**src/rtl/friscv_io_axil_master.sv**
```systemverilog
// AXI4-lite master bridging the core's single load/store request port onto the IO subsystem.
// One transaction in flight; a response timeout reports an error and later drains the stray response.
module friscv_io_axil_master #(
  parameter int ADDRW   = 16,
  parameter int DATAW   = 32,
  parameter int IDW     = 16,
  parameter int XLEN    = 32,
  parameter int AXI_ID  = 'h30,
  parameter int TIMEOUT = 1023
) (
  input  logic                 aclk,
  input  logic                 areset,
  input  logic                 srst,
  input  logic                 req_valid,
  output logic                 req_ready,
  input  logic                 req_wr,
  input  logic [ADDRW-1:0]     req_addr,
  input  logic [XLEN-1:0]      req_wdata,
  input  logic [XLEN/8-1:0]    req_strb,
  output logic                 rsp_valid,
  input  logic                 rsp_ready,
  output logic [XLEN-1:0]      rsp_rdata,
  output logic                 rsp_err,
  output logic                 mst_awvalid,
  input  logic                 mst_awready,
  output logic [ADDRW-1:0]     mst_awaddr,
  output logic [2:0]           mst_awprot,
  output logic [IDW-1:0]       mst_awid,
  output logic                 mst_wvalid,
  input  logic                 mst_wready,
  output logic [DATAW-1:0]     mst_wdata,
  output logic [DATAW/8-1:0]   mst_wstrb,
  input  logic                 mst_bvalid,
  output logic                 mst_bready,
  input  logic [1:0]           mst_bresp,
  input  logic [IDW-1:0]       mst_bid,
  output logic                 mst_arvalid,
  input  logic                 mst_arready,
  output logic [ADDRW-1:0]     mst_araddr,
  output logic [2:0]           mst_arprot,
  output logic [IDW-1:0]       mst_arid,
  input  logic                 mst_rvalid,
  output logic                 mst_rready,
  input  logic [1:0]           mst_rresp,
  input  logic [DATAW-1:0]     mst_rdata,
  input  logic [IDW-1:0]       mst_rid
);

  localparam int NL = DATAW / XLEN;
  localparam int XB = XLEN / 8;
  localparam int SB = DATAW / 8;
  localparam int CW = (TIMEOUT > 0) ? $clog2(TIMEOUT + 1) : 1;
  localparam logic [CW-1:0]  TMAX = TIMEOUT[CW-1:0];
  localparam logic [IDW-1:0] ID   = AXI_ID[IDW-1:0];

  typedef enum logic [2:0] {IDLE, WR_REQ, WR_RESP, RD_REQ, RD_RESP, RESP, DRAIN} state_t;

  state_t           state;
  logic [ADDRW-1:0] addr_q;
  logic [CW-1:0]    cnt;
  logic             drain;
  logic             late_hit;

  function automatic int lane_of(input logic [ADDRW-1:0] a);
    return (int'(a) / XB) % NL;
  endfunction

  function automatic logic [SB-1:0] place_strb(input logic [XB-1:0] s, input int l);
    logic [SB-1:0] r;
    r = '0;
    r[l*XB +: XB] = s;
    return r;
  endfunction

  function automatic logic [XLEN-1:0] pick_lane(input logic [DATAW-1:0] d, input int l);
    return d[l*XLEN +: XLEN];
  endfunction

  // Timeout counter holds at its limit rather than wrapping.
  function automatic logic [CW-1:0] sat_inc(input logic [CW-1:0] c);
    return (c == TMAX) ? c : c + 1'b1;
  endfunction

  assign mst_awaddr = addr_q;
  assign mst_araddr = addr_q;
  assign mst_awprot = 3'b000;
  assign mst_arprot = 3'b000;
  assign mst_awid   = ID;
  assign mst_arid   = ID;
  assign late_hit   = drain && ((mst_bvalid && mst_bready) || (mst_rvalid && mst_rready));

  always_ff @(posedge aclk or posedge areset) begin
    if (areset) begin
      state <= IDLE;       req_ready <= 1'b0;   rsp_valid <= 1'b0;
      rsp_err <= 1'b0;     rsp_rdata <= '0;     addr_q <= '0;
      mst_awvalid <= 1'b0; mst_wvalid <= 1'b0;  mst_wdata <= '0;
      mst_wstrb <= '0;     mst_bready <= 1'b0;  mst_arvalid <= 1'b0;
      mst_rready <= 1'b0;  cnt <= '0;           drain <= 1'b0;
    end else if (srst) begin
      state <= IDLE;       req_ready <= 1'b0;   rsp_valid <= 1'b0;
      rsp_err <= 1'b0;     rsp_rdata <= '0;     addr_q <= '0;
      mst_awvalid <= 1'b0; mst_wvalid <= 1'b0;  mst_wdata <= '0;
      mst_wstrb <= '0;     mst_bready <= 1'b0;  mst_arvalid <= 1'b0;
      mst_rready <= 1'b0;  cnt <= '0;           drain <= 1'b0;
    end else begin
      case (state)
        IDLE: begin
          if (req_valid && req_ready) begin
            req_ready <= 1'b0;
            addr_q    <= req_addr;
            rsp_err   <= 1'b0;
            rsp_rdata <= '0;
            if (req_wr) begin
              state       <= WR_REQ;
              mst_awvalid <= 1'b1;
              mst_wvalid  <= 1'b1;
              mst_wdata   <= {NL{req_wdata}};
              mst_wstrb   <= place_strb(req_strb, lane_of(req_addr));
            end else begin
              state       <= RD_REQ;
              mst_arvalid <= 1'b1;
            end
          end else begin
            req_ready <= 1'b1;
          end
        end
        // AW and W complete independently; move on once both have handshaken.
        WR_REQ: begin
          if (mst_awready) mst_awvalid <= 1'b0;
          if (mst_wready)  mst_wvalid  <= 1'b0;
          if ((!mst_awvalid || mst_awready) && (!mst_wvalid || mst_wready)) begin
            state      <= WR_RESP;
            mst_bready <= 1'b1;
            cnt        <= '0;
          end
        end
        RD_REQ: begin
          if (mst_arready) begin
            mst_arvalid <= 1'b0;
            mst_rready  <= 1'b1;
            cnt         <= '0;
            state       <= RD_RESP;
          end
        end
        WR_RESP: begin
          cnt <= sat_inc(cnt);
          if (mst_bvalid) begin
            mst_bready <= 1'b0;
            rsp_err    <= (mst_bresp != 2'b00) || (mst_bid != ID);
            rsp_rdata  <= '0;
            rsp_valid  <= 1'b1;
            state      <= RESP;
          end else if (TIMEOUT != 0 && cnt == TMAX) begin
            rsp_err   <= 1'b1;
            rsp_rdata <= '0;
            drain     <= 1'b1;
            rsp_valid <= 1'b1;
            state     <= RESP;
          end
        end
        RD_RESP: begin
          cnt <= sat_inc(cnt);
          if (mst_rvalid) begin
            mst_rready <= 1'b0;
            rsp_err    <= (mst_rresp != 2'b00) || (mst_rid != ID);
            rsp_rdata  <= pick_lane(mst_rdata, lane_of(addr_q));
            rsp_valid  <= 1'b1;
            state      <= RESP;
          end else if (TIMEOUT != 0 && cnt == TMAX) begin
            rsp_err   <= 1'b1;
            rsp_rdata <= '0;
            drain     <= 1'b1;
            rsp_valid <= 1'b1;
            state     <= RESP;
          end
        end
        // A late response may land while the timeout error waits for the core.
        RESP: begin
          if (late_hit) begin
            drain      <= 1'b0;
            mst_bready <= 1'b0;
            mst_rready <= 1'b0;
          end
          if (rsp_ready) begin
            rsp_valid <= 1'b0;
            if (drain && !late_hit) begin
              state <= DRAIN;
            end else begin
              state     <= IDLE;
              req_ready <= 1'b1;
            end
          end
        end
        DRAIN: begin
          if (late_hit) begin
            drain      <= 1'b0;
            mst_bready <= 1'b0;
            mst_rready <= 1'b0;
            state      <= IDLE;
            req_ready  <= 1'b1;
          end
        end
        default: state <= IDLE;
      endcase
    end
  end

endmodule
```
**config.mk**
```make
export PLATFORM = sky130hd
export DESIGN_NAME = friscv_io_axil_master
export DESIGN_NICKNAME = d
export VERILOG_FILES = /design/src/rtl/friscv_io_axil_master.sv
export SDC_FILE = /design/constraint.sdc
export NUM_CORES = 1
export LEC_CHECK = 0
export ABC_AREA = 1
export ABC_CLOCK_PERIOD_IN_PS = 4000
export BUFFER_PORTS_ARGS = -buffer_cell sky130_fd_sc_hd__buf_2
export CAP_MARGIN = 20
export CELL_PAD_IN_SITES_DETAIL_PLACEMENT = 1
export CELL_PAD_IN_SITES_GLOBAL_PLACEMENT = 1
export CORE_ASPECT_RATIO = 0.5
export CORE_UTILIZATION = 33
export CTS_BUF_LIST = sky130_fd_sc_hd__clkbuf_16
export DETAILED_ROUTE_END_ITERATION = 8
export PLACE_DENSITY_LB_ADDON = 0.1
export SETUP_SLACK_MARGIN = 0.1
export SYNTH_ARGS = -nofsm -noshare
export SYNTH_HDL_FRONTEND = slang
export SYNTH_SLANG_ARGS = --single-unit
```
**constraint.sdc**
```tcl
create_clock -name aclk -period 4 [get_ports aclk]
set_input_delay 0.2 -clock aclk [delete_from_list [all_inputs] [get_ports aclk]]
set_output_delay 0.2 -clock aclk [all_outputs]
set_load 0.02 [all_outputs]
```
### Word-level counts from Yosys, hierarchy flattened

Index checks and enable logic that the tools add are counted.

| operators by class | value |
|---|---|
| $add $sub $neg | 1 |
| multiply operators | 0 |
| divide/modulo/power cells | 0 |
| magnitude comparators | 0 |
| equal/unequal tests | 25 |
| shifts and indexed selects | 0 |
| mux-type cells | 79 |
| bitwise logic cells | 0 |
| reduce and logical (&&, ||, !) cells | 44 |

Operators by type and width:

| kind | number |
|---|---|
| 32-bit 2-to-1 mux | 9 |
| 32-bit case mux with 3 select lines | 1 |
| 16-bit 2-to-1 mux | 3 |
| 3-bit != test (second input constant) | 15 |
| 10-bit 2-to-1 mux | 4 |
| 1-bit 2-to-1 mux | 36 |
| 16-bit by 6-bit != test with 1-bit output (second input constant) | 2 |
| 4-bit AND reduction | 8 |
| 3-bit 2-to-1 mux | 10 |
| 10-bit case mux with 3 select lines | 1 |
| 4-bit nonzero test | 7 |
| 3-bit case mux with 7 select lines | 1 |
| 1-bit case mux with 3 select lines | 6 |
| 4-bit 2-to-1 mux | 4 |
| 10-bit by 1-bit adder with 10-bit output (second input constant) | 1 |
| 10-bit == test (second input constant) | 1 |
| 2-bit nonzero test | 5 |
| 3-bit == test (second input constant) | 3 |
| 3-bit by 2-bit == test with 1-bit output (second input constant) | 2 |
| 1-bit logical AND | 6 |
| 1-bit case mux with 2 select lines | 3 |
| 2-bit AND reduction | 3 |
| 3-bit nonzero test | 2 |
| 1-bit logical OR | 5 |
| other kinds (8) | 11 |

| word-level totals | value |
|---|---|
| flip-flop bits (word level) | 106 |
| latch bits | 0 |
| memory bits (writable) | 0 |
| bits in read-only memories | 0 |
| memories | 0 |

### Logic depth before layout (Yosys ltp)

Gate-level depths: netlist (run 1).

| depth | value |
|---|---|
| depth after elaboration | 9 |
| mapped depth | 10 |

### Worst setup path after synthesis (run 1)

No wires, ideal clock.

| path | value |
|---|---|
| path kind | register to register |
| start point | register cnt[0] |
| end point | register rsp_rdata[14] |
| setup time | 0.117 ns |
| data arrival time | 1.526 ns |
| slack | 2.356 ns |
| stages on the path, launching flop included | 11 |
| buffers on the path | 2 |
| clock period less this slack | 1.644 ns |
| cell sequence | dfrtp_1 ha_1 nand2_1 nor2_2 nand3_1 buf_2 buf_6 nand2_1 o21ai_0 nand3_1 nand2_1 |

| on the way | value |
|---|---|
| word-level cells in the longest chain between the ends | 5 |
| elaborated cells on any way between the ends | 6 |

Ends and longest elaborated chain:

| what | line | RTL |
|---|---|---|
| start, declared | 60 | `logic [CW-1:0] cnt;` |
| start signal, assigned | 146 | `cnt <= sat_inc(cnt);` |
| start signal, assigned | 162 | `cnt <= sat_inc(cnt);` |
| 10-bit == test * | 153, 169 |  |
| 32-bit 2-to-1 mux * | - |  |
| 32-bit 2-to-1 mux (on tied branches) | - |  |
| 32-bit case mux with 3 select lines * | - |  |
| 32-bit 2-to-1 mux * | - |  |
| end signal, assigned | 166 | `rsp_rdata <= pick_lane(mst_rdata, lane_of(addr_q));` |
| end, declared | 22 | `output logic [XLEN-1:0] rsp_rdata,` |

Every way passes the cells marked *; elsewhere a longest branch is shown, timed or not.
A chain may end at the register's enable or synchronous reset.

### Final worst setup path (run 1)

| path | value |
|---|---|
| start point | register state[1] |
| end point | register mst_wstrb[2] |

| on the way | value |
|---|---|
| word-level cells in the longest chain between the ends | 3 |

Ends and longest elaborated chain:

| what | line | RTL |
|---|---|---|
| start, declared | 58 | `state_t state;` |
| start signal, assigned | 94 | `state <= IDLE; req_ready <= 1'b0; rsp_valid <= 1'b0;` |
| start signal, assigned | 100 | `state <= IDLE; req_ready <= 1'b0; rsp_valid <= 1'b0;` |
| start signal, assigned | 114 | `state <= WR_REQ;` |
| 3-bit logical NOT | 106 | `case (state)` |
| 2-bit nonzero test (no line) | - |  |
| 3-bit AND reduction (no line) | - |  |
| end signal, assigned | 118 | `mst_wstrb <= place_strb(req_strb, lane_of(req_addr));` |
| end, declared | 32 | `output logic [DATAW/8-1:0] mst_wstrb,` |

No other way between the ends.

==> metrics.md, run 1 <==
| Metric | Value |
|---|---|
| Status | `finished with violations` |
| Failing checks | `negative hold slack` |
| RSZ-0062 raised after global routing | `false` |
| H-tree depth | `3` |
| R2r startpoint | `state[1]$_DFFE_PP0P_` |
| Pin count of the biggest net entering global routing | `76` |
| Post-Synthesis Cell Area | `6130 sq um` |
| Tightest Hold Check Type | `input port to async pin` |
| Placer Congestion | `0.829` |
| Placeable Area | `17800 sq um` |
| Drt total wl | `19.6 mm` |
| Final setup viols | `0` |
| Hold_buf cts | `0` |
| Internal cell power | `2.22 mW` |
| Ys Warns | `0` |
| Combinational power share | `41.8%` |
| Power, Total | `4.02 mW` |
| Cts repair resizes | `0` |
| DRT met1 WL | `8.98 mm` |
| Critical Path RT | `4.27 ns` |
| Seq cells post-synth | `106` |
| Worst ir drop on vdd | `208 uV` |
| Routed wl met3 | `1.09 mm` |
| Switching share of power | `44.8%` |
| Met2 Wirelength | `9.32 mm` |
| DR DRC count | `0` |
| Actual slew at the worst max-slew pin | `0.925 ns` |
| CTS Buffer Depth | `2` |
| Worst hold margin | `-0.0268 ns` |
| Clock network fraction of design power | `21.5%` |
| Antenna fix cells | `0` |
| Post-synthesis async set-or-reset flop share | `100%` |
| Worst Path Arrival | `2.66 ns` |
| Total Neg Setup Slack | `0 ns` |
| Initial Utilization | `34.5%` |
| Worst-path fanout max | `72` |
| Area after DPL | `7180 sq um` |
| Crit path launch | `state[1]$_DFFE_PP0P_` |
| Synth Area per Inst | `7.34 sq um` |
| Clk sinks | `106` |
| CTS root buf | `clkbuf_16` |
| First-pass GRT wire length | `32.0 mm` |
| Design Area, Final | `7520 sq um` |
| Switch Pwr | `1.80 mW` |
| DR vias | `6103` |
| Number of global-route vias before repair | `6308` |
| Commonest cells after routing, fill and taps aside | `238 x buf_2, 213 x nand2_1, 124 x o21ai_0` |
| IO Count | `277` |
| Commonest non-fill, non-tap cell in the layout | `buf_2` |
| Post-CTS Setup Bufs | `0` |
| Synth cell types | `32` |
| GRT overflow | `0` |
| Drt pass-1 iters | `4` |
| Final Critical Period | `2.39 ns` |
| Clock-pin slew on the worst setup and hold paths | `0.08 ns` |
| Row count | `34` |
| Worst-Skew Late Latency | `0.35 ns` |
| Fmax | `418 MHz` |
| WS Path Type | `flip-flop to flip-flop` |
| HPWL after detailed placement | `13.7 mm` |
| Top Layer Used | `met4` |
| Post-Syn Instances | `836` |
| Slew headroom | `38.2%` |
| Post-synth EDFFs | `0` |
| Final ANT Viol Nets | `0` |
| CTS tree | `built` |
| Post-Place Worst Slack | `1.60 ns` |
| Antenna violations before repair | `0` |
| Via density | `4.79` |
| Buffers on Ports | `238` |
| Area Overhead vs Synth | `22.5%` |
| Die Width | `195 microns` |
| Leakage | `4.13 nW` |
| DRT iter0 DRCs | `236` |
| Fin Clk Skew | `0.00428 ns` |
| Final #Nets | `1166` |
| Seq/Total Area, Yosys | `43.2%` |
| Critical Path Sink Type | `flip-flop` |
| Pwr Density | `534 nW/um^2` |
| Aggregate global-route resource usage | `20.8%` |
| Final WS setup | `1.61 ns` |
| DIE HEIGHT | `98.4 microns` |
| WL per Instance | `15.4 microns` |
| CP startpoint kind | `flip-flop` |
| Max-cap viol count | `0` |
| Final Cycle Share | `59.8%` |
| Die ar. | `19200 sq um` |
| CTS Buf Count | `9` |
| Primary FF master, synth | `dfrtp_1` |
| Sequential fraction of design power | `36.8%` |
| R2R cell count | `8` |
| Fraction of layout cells with a size suffix above 1 | `26.9%` |
| Final Max Slew Viols | `0` |
| Final Hold Viols | `37` |
final timing paths:
check	end	slack (ns)
max	mst_wstrb[2]$_DFFE_PP0P_	1.61
min	rsp_rdata[19]$_DFFE_PP0P_	-0.03
max reg2reg	mst_wstrb[2]$_DFFE_PP0P_	1.61
min reg2reg	mst_arvalid$_DFFE_PP0P_	0.49
max in group asynchronous	mst_araddr[4]$_DFFE_PP0P_	3.16
min in group aclk	mst_wdata[1]$_DFFE_PP0P_	0.08
Yosys cell counts (4+ instances only):
| cell type | count | share of area, % |
|---|---|---|
| nand2_1 | 213 | 13 |
| o21ai_0 | 124 | 10 |
| dfrtp_1 | 106 | 43 |
| nand3_1 | 106 | 8.6 |
| nor2_1 | 68 | 4.2 |
| inv_1 | 64 | 3.9 |
| buf_4 | 59 | 7.2 |
| clkbuf_1 | 19 | 1.2 |
| buf_2 | 14 | 1.1 |
| nand4_1 | 11 | 1.1 |
| o21ai_1 | 10 | 0.82 |
| a21oi_1 | 7 | 0.57 |
| buf_6 | 5 | 0.92 |
| inv_2 | 4 | 0.24 |
power groups by stage:
stage	Combinational [mW]	Clock, mW	Sequential, mW
global placement	1.65	0	1.49
CTS	1.69	0.905	1.48
finish	1.68	0.863	1.48
floorplan	0.963	0	1.72
global route	1.85	0.936	1.51
detailed placement	1.69	0	1.49
critical path, cell delays in order, from the launching register on:
cell and delay, ns:
dfrtp_1 0.48, nor2_4 0.17, nand2_1 0.14, nand2_1 0.13, nand2_2 0.34, a21oi_4 0.23
buf_4 0.53, nand3_1 0.15, o21ai_0 0.12
area by class of cell:
class	instances	area, sq um
clock buffer	9	225
clock inverter	7	52.6
fill	2353	10300
inverter	68	258
multi-input combinational	601	2730
sequential	106	2650
tap	234	293
timing repair buffer	248	1310
per-layer routing:
layer	global-route usage, %	up-vias
li1	-	3010
met1	26.2	2910
met2	36.3	172
met3	5.37	11
met4	4.30	0
met5	0	-
cells by family after synthesis:
kind of cell	count (synthesis)	share of synthesized area, %
AOI/OAI and AO/OA	149	12.8
xor gates and xnor gates	1	0.143
adders and majority gates	1	0.204
buffers and inverters	165	14.6
DFF	106	43.2
other	2	0.122
and+or+nand+nor	412	28.8
stage by stage:
step	util, %	cells
floorplan	-	872
global placement	40.4	1255
detailed placement	40.4	1255
CTS	42.0	1271
global route	42.3	1273
finish	42.3	1273
sequential cells by signal, summed over array words and instances (netlist names):
register	flops
mst_awvalid	1
mst_arvalid	1
mst_araddr	16
req_ready	1
state	3
rsp_err	1
mst_wstrb	4
cnt	10
mst_rready	1
drain	1
mst_wdata	32
rsp_rdata	32
rsp_valid	1
mst_wvalid	1
mst_bready	1
Power figures use the tool's default switching activity.
==> inputs of run 2 (changes only) <==
- ABC_CLOCK_PERIOD_IN_PS: 4000 -> 2500
- clock period: 4 -> 2.5 ns (I/O delays scaled with it)
==> run 2 against run 1 <==
Net effect:
- the run now ends clean
- non-clock buffer count is 19 higher
- core utilization is 1.1 points higher
- worst setup slack worse by 1.2 ns
- global-route usage is 0.54 points higher
- wire length is 3.2% higher
- via count is 2.5% higher
==> metrics.md, run 2 (same netlist as run 1, synthesis figures left out) <==
| Metric | Value |
|---|---|
| Worst-Skew Late Latency | `0.36 ns` |
| Leakage | `4.22 nW` |
| First-pass GRT wire length | `32.9 mm` |
| R2R cell count | `9` |
| Initial Utilization | `34.5%` |
| Fin util | `43.4%` |
| RSZ-0062 raised after global routing | `false` |
| Antenna violations before repair | `0` |
| Hold path cells | `3` |
| Fillers | `2317` |
| Antenna fix cells | `0` |
| Area Overhead vs Synth | `25.8%` |
| Placeable Area | `17800 sq um` |
| Commonest non-fill, non-tap cell in the layout | `buf_2` |
| Via density | `4.84` |
| Max-cap viol count | `0` |
| Fmax | `476 MHz` |
| Hold_buf cts | `17` |
| IO Count | `277` |
| Critical Path Sink Type | `flip-flop` |
| Final Max Slew Viols | `0` |
| Number of global-route vias before repair | `6453` |
| DIE HEIGHT | `98.4 microns` |
| Placer Congestion | `0.884` |
| CP cell instances | `ha_1 > nand2_1 > nor2_2 > nand3_2 > buf_4 > nand2_1 > o21ai_0 > nand3_1 > nand2_1` |
| Drt pass-1 iters | `4` |
| Buffers on Ports | `238` |
| Actual slew at the worst max-slew pin | `0.717 ns` |
| CTS Buf Count | `9` |
| Final setup viols | `0` |
| Sequential Area | `2650 sq um` |
| Final #Nets | `1185` |
| Row count | `34` |
| Cts repair resizes | `0` |
| Worst-path fanout max | `33` |
| Final Hold Viols | `0` |
| Multi-input logic area | `2740 sq um` |
| Aggregate global-route resource usage | `21.4%` |
| Clock-pin slew on the worst setup and hold paths | `0.08 ns` |
| Post-Place Worst Slack | `0.383 ns` |
| Worst hold margin | `0.00890 ns` |
| Fraction of layout cells with a size suffix above 1 | `26.8%` |
| DRT iter0 DRCs | `337` |
| DR DRC count | `0` |
| Final ANT Viol Nets | `0` |
| Fin Clk Skew | `0.00961 ns` |
| CTS tree | `built` |
| H-tree depth | `3` |
| WL per Instance | `15.6 microns` |
| Die ar. | `19200 sq um` |
| HPWL after detailed placement | `14.1 mm` |
| CTS root buf | `clkbuf_16` |
| GRT overflow | `0` |
| Critical Path RT | `2.75 ns` |
| Post-CTS Setup Bufs | `0` |
| CTS Buffer Depth | `2` |
| Top cell by count, worst path | `nand2_1` |
| Pwr Density | `851 nW/um^2` |
| Worst ir drop on vdd | `375 uV` |
| Total Neg Setup Slack | `0 ns` |
| Final WS setup | `0.398 ns` |
| DR vias | `6255` |
| Final Critical Period | `2.10 ns` |
| Slew headroom | `52.2%` |
| Power, Total | `6.56 mW` |
| WS Path Type | `flip-flop to flip-flop` |
| Slowest stage cell, crit path | `dfrtp_1` |
| Final Cycle Share | `84.1%` |
| CP startpoint kind | `flip-flop` |
| Status | `completed` |
| Drt total wl | `20.2 mm` |
| Die Width | `195 microns` |
| Worst Path Arrival | `2.35 ns` |
| Commonest cells after routing, fill and taps aside | `238 x buf_2, 213 x nand2_1, 124 x o21ai_0` |
| Clk sinks | `106` |
| Tightest Hold Check Type | `input port to flip-flop` |
| CP max stage delay | `0.49 ns` |
| Pin count of the biggest net entering global routing | `107` |
run 2: final timing paths:
kind / start / to / slack [ns]
worst max-delay path: cnt[0]$_DFFE_PP0P_ / rsp_rdata[7]$_DFFE_PP0P_ / 0.40
worst min-delay path: req_wdata[30] / mst_wdata[30]$_DFFE_PP0P_ / 0.009
worst max register to register: cnt[0]$_DFFE_PP0P_ / rsp_rdata[7]$_DFFE_PP0P_ / 0.40
worst min register to register: mst_araddr[4]$_DFFE_PP0P_ / mst_araddr[4]$_DFFE_PP0P_ / 0.51
max in group asynchronous: areset / cnt[7]$_DFFE_PP0P_ / 1.57
min in group asynchronous: areset / rsp_rdata[13]$_DFFE_PP0P_ / 0.49
run 2: worst max-delay path, delay by kind of cell (launching register included):
family	cells	cell delay, ns
AO/OA/AOI/OAI	1	0.10
adder cells (fa/ha/maj)	1	0.21
buffers and inverters	1	0.33
flip-flops	1	0.49
AND/OR/NAND/NOR	6	0.85
run 2: cell type report:
cell class	count	area share, %
clock inverters	7	0.957
flip-flops and latches	106	34.4
inverters	68	3.36
repair buffers	267	19.1
well taps	234	3.80
clock buffers	9	2.92
multi-input cells	601	35.5
run 2: power breakdown:
group / switching [mW] / internal [mW]
sequential: 0.271 / 2.07
combinational: 1.92 / 0.815
clock: 0.698 / 0.786
total: 2.89 / 3.67
run 2: per-stage QoR:
stage	cells	instance area, sq um
after global routing	1292	7710
final	1292	7710
after floorplan	872	6270
after detailed placement	1259	7250
after global placement	1259	7250
after CTS	1292	7710
run 2: metal layers:
| metal | up-vias | track usage, % | part of all wire [%] |
|---|---|---|---|
| met5 | - | 0 | 0 |
| li1 | 3051 | - | - |
| met2 | 159 | 37.7 | 49 |
| met3 | 11 | 5.27 | 5.4 |
| met4 | 0 | 4.54 | 0.67 |
| met1 | 3034 | 26.6 | 45 |
==> inputs of run 3 (changes only) <==
- ABC_CLOCK_PERIOD_IN_PS: 2500 -> 2200
- clock period: 2.5 -> 2.2 ns (I/O delays scaled with it)
==> run 3 against run 2 <==
Net effect:
- die area stayed put
- core utilization is 1.0 points higher
- global-route usage is 0.089 points higher
- wire length is 0.60% lower
- sequential cell count stayed put
- via count is 0.26% higher
- final cell count is 1.4% higher
- final area is 2.4% higher
==> metrics.md, run 3 (same netlist as run 1, synthesis figures left out) <==
| Metric | Value |
|---|---|
| Clk sinks | `106` |
| Tightest Hold Check Type | `input port to flip-flop` |
| Slowest stage cell, crit path | `dfrtp_1` |
| Buffers on Ports | `238` |
| RSZ-0062 raised after global routing | `false` |
| DRT iter0 DRCs | `281` |
| Initial Utilization | `34.5%` |
| Critical Path Sink Type | `flip-flop` |
| Die ar. | `19200 sq um` |
| Worst Path Arrival | `2.18 ns` |
| Fin Clk Skew | `0.00624 ns` |
| Final ANT Viol Nets | `0` |
| Via density | `4.79` |
| Total Neg Setup Slack | `0 ns` |
| Die Width | `195 microns` |
| Fillers | `2294` |
| R2R Path End | `rsp_rdata[14]$_DFFE_PP0P_` |
| Placeable Area | `17800 sq um` |
| Final setup viols | `0` |
| WS Path Type | `flip-flop to flip-flop` |
| Drt pass-1 iters | `4` |
| Critical Path RT | `2.49 ns` |
| R2r startpoint | `state[0]$_DFFE_PP0P_` |
| Top cell by count, worst path | `nand2_1` |
| Aggregate global-route resource usage | `21.4%` |
| Fraction of layout cells with a size suffix above 1 | `26.9%` |
| Fmax | `530 MHz` |
| CTS Buffer Depth | `2` |
| Actual slew at the worst max-slew pin | `0.889 ns` |
| CTS Buf Count | `9` |
| Antenna violations before repair | `1` |
| Post-CTS Setup Bufs | `0` |
| CP startpoint kind | `flip-flop` |
| Clock-pin slew on the worst setup and hold paths | `0.07 ns` |
| Placer Congestion | `0.890` |
| Max-cap viol count | `0` |
| Sequential Area | `2650 sq um` |
| DR vias | `6271` |
| Commonest cells after routing, fill and taps aside | `238 x buf_2, 213 x nand2_1, 124 x o21ai_0` |
| Worst-Skew Late Latency | `0.35 ns` |
| Drt total wl | `20.1 mm` |
| Commonest non-fill, non-tap cell in the layout | `buf_2` |
| Pwr Density | `938 nW/um^2` |
| Worst path bufs/invs | `2` |
| Final #Nets | `1203` |
| CTS tree | `built` |
| H-tree depth | `3` |
| Final Hold Viols | `0` |
| Pin count of the biggest net entering global routing | `107` |
| WL per Instance | `15.3 microns` |
| CP max stage delay | `0.49 ns` |
| CP cell instances | `nor2_2 > nand2_1 > nand2_4 > inv_2 > nor2_8 > buf_4 > nand3_1 > nand2_1` |
| DIE HEIGHT | `98.4 microns` |
| Hold path endpoint | `mst_wdata[0]$_DFFE_PP0P_` |
| R2R cell count | `8` |
| Area Overhead vs Synth | `28.7%` |
| Crit path max-delay family | `simple AND/OR/NAND/NOR gates` |
| Hold path cells | `3` |
| Slew headroom | `40.7%` |
| Design Area, Final | `7900 sq um` |
| Reg2Reg Setup Slack | `0.31 ns` |
| Post-Layout Cell Count | `1310` |
| IO Count | `277` |
| Final Max Slew Viols | `0` |
| Worst ir drop on vdd | `471 uV` |
| DR DRC count | `0` |
| Row count | `34` |
| Fin util | `44.4%` |
| CTS root buf | `clkbuf_16` |
| GRT overflow | `0` |
| Multi-input logic area | `2740 sq um` |
| Final Cycle Share | `85.7%` |
| First-pass GRT wire length | `33.1 mm` |
| HP Start | `req_wdata[0]` |
| HPWL after detailed placement | `14.3 mm` |
| Worst-path fanout max | `14` |
| Leakage | `4.29 nW` |
| Final Critical Period | `1.89 ns` |
| Placed Cells | `1264` |
| Status | `completed` |
| Area after DPL | `7320 sq um` |
| Number of global-route vias before repair | `6574` |
run 3: cell types whose count changed in the layout (fill, tap and decap cells not counted), sizes merged:
cell / before / now
bufinv: 1 / 0
inv: 70 / 68
clkinvlp: 1 / 2
diode: 0 / 1
clkinv: 3 / 4
dlygate4sd3: 17 / 30
buf: 250 / 255
run 3: timing repair:
action,4_1_cts,5_1_grt
endpoints found under the hold margin,135,0
resized for setup,0,2
endpoints found under the setup margin,0,22
hold buffers,30,0
run 3: worst reg2reg max path: cells and delay by family, from the launching register on:
family | cells | cell delay (ns)
flops | 1 | 0.49
simple gates | 6 | 1.02
buf+inv | 2 | 0.33
run 3: how the worst max path moves through the flow:
stage	startpoint	end	slack, ns	depth (start not counted)
floorplan	cnt[0]$_DFFE_PP0P_	rsp_rdata[14]$_DFFE_PP0P_	0.56	10
global placement	cnt[0]$_DFFE_PP0P_	drain$_DFFE_PP0P_	0.35	8
detailed placement	cnt[0]$_DFFE_PP0P_	drain$_DFFE_PP0P_	0.23	8
CTS	cnt[0]$_DFFE_PP0P_	drain$_DFFE_PP0P_	0.21	8
global route	state[0]$_DFFE_PP0P_	rsp_rdata[14]$_DFFE_PP0P_	0.17	8
finish	state[0]$_DFFE_PP0P_	rsp_rdata[14]$_DFFE_PP0P_	0.31	8
run 3: layer usage:
| layer | share of wire [%] | global-route usage (%) |
|---|---|---|
| met5 | 0 | 0 |
| met4 | 0.99 | 5.39 |
| met1 | 45 | 26.8 |
| met2 | 48 | 37.2 |
| met3 | 5.7 | 5.54 |
run 3: final cells by class:
class,instances,share of cell area (%)
multi-input cells,601,34.7
flip-flops and latches,106,33.6
repair buffers,285,21.3
well taps,234,3.71
inverters,68,3.28
clock buffers,9,2.85
clock inverters,6,0.539
diodes,1,0.0317
run 3: through the flow:
| stage | power, mW | hold WS, ns | setup WS, ns |
|---|---|---|---|
| 5_1_grt | 7.93 | 0.00777 | 0.167 |
| 3_3_place_gp | 5.81 | 0.345 | 0.351 |
| 3_5_place_dp | 5.89 | 0.341 | 0.229 |
| 4_1_cts | 7.51 | 0.000713 | 0.212 |
| 6_report | 7.41 | 0.00922 | 0.314 |
| 2_1_floorplan | 4.87 | 0.259 | 0.556 |
run 3: power by group:
part	switching, mW	internal [mW]
logic	2.21	1.01
clock network	0.760	0.765
registers	0.305	2.36
total	3.28	4.13
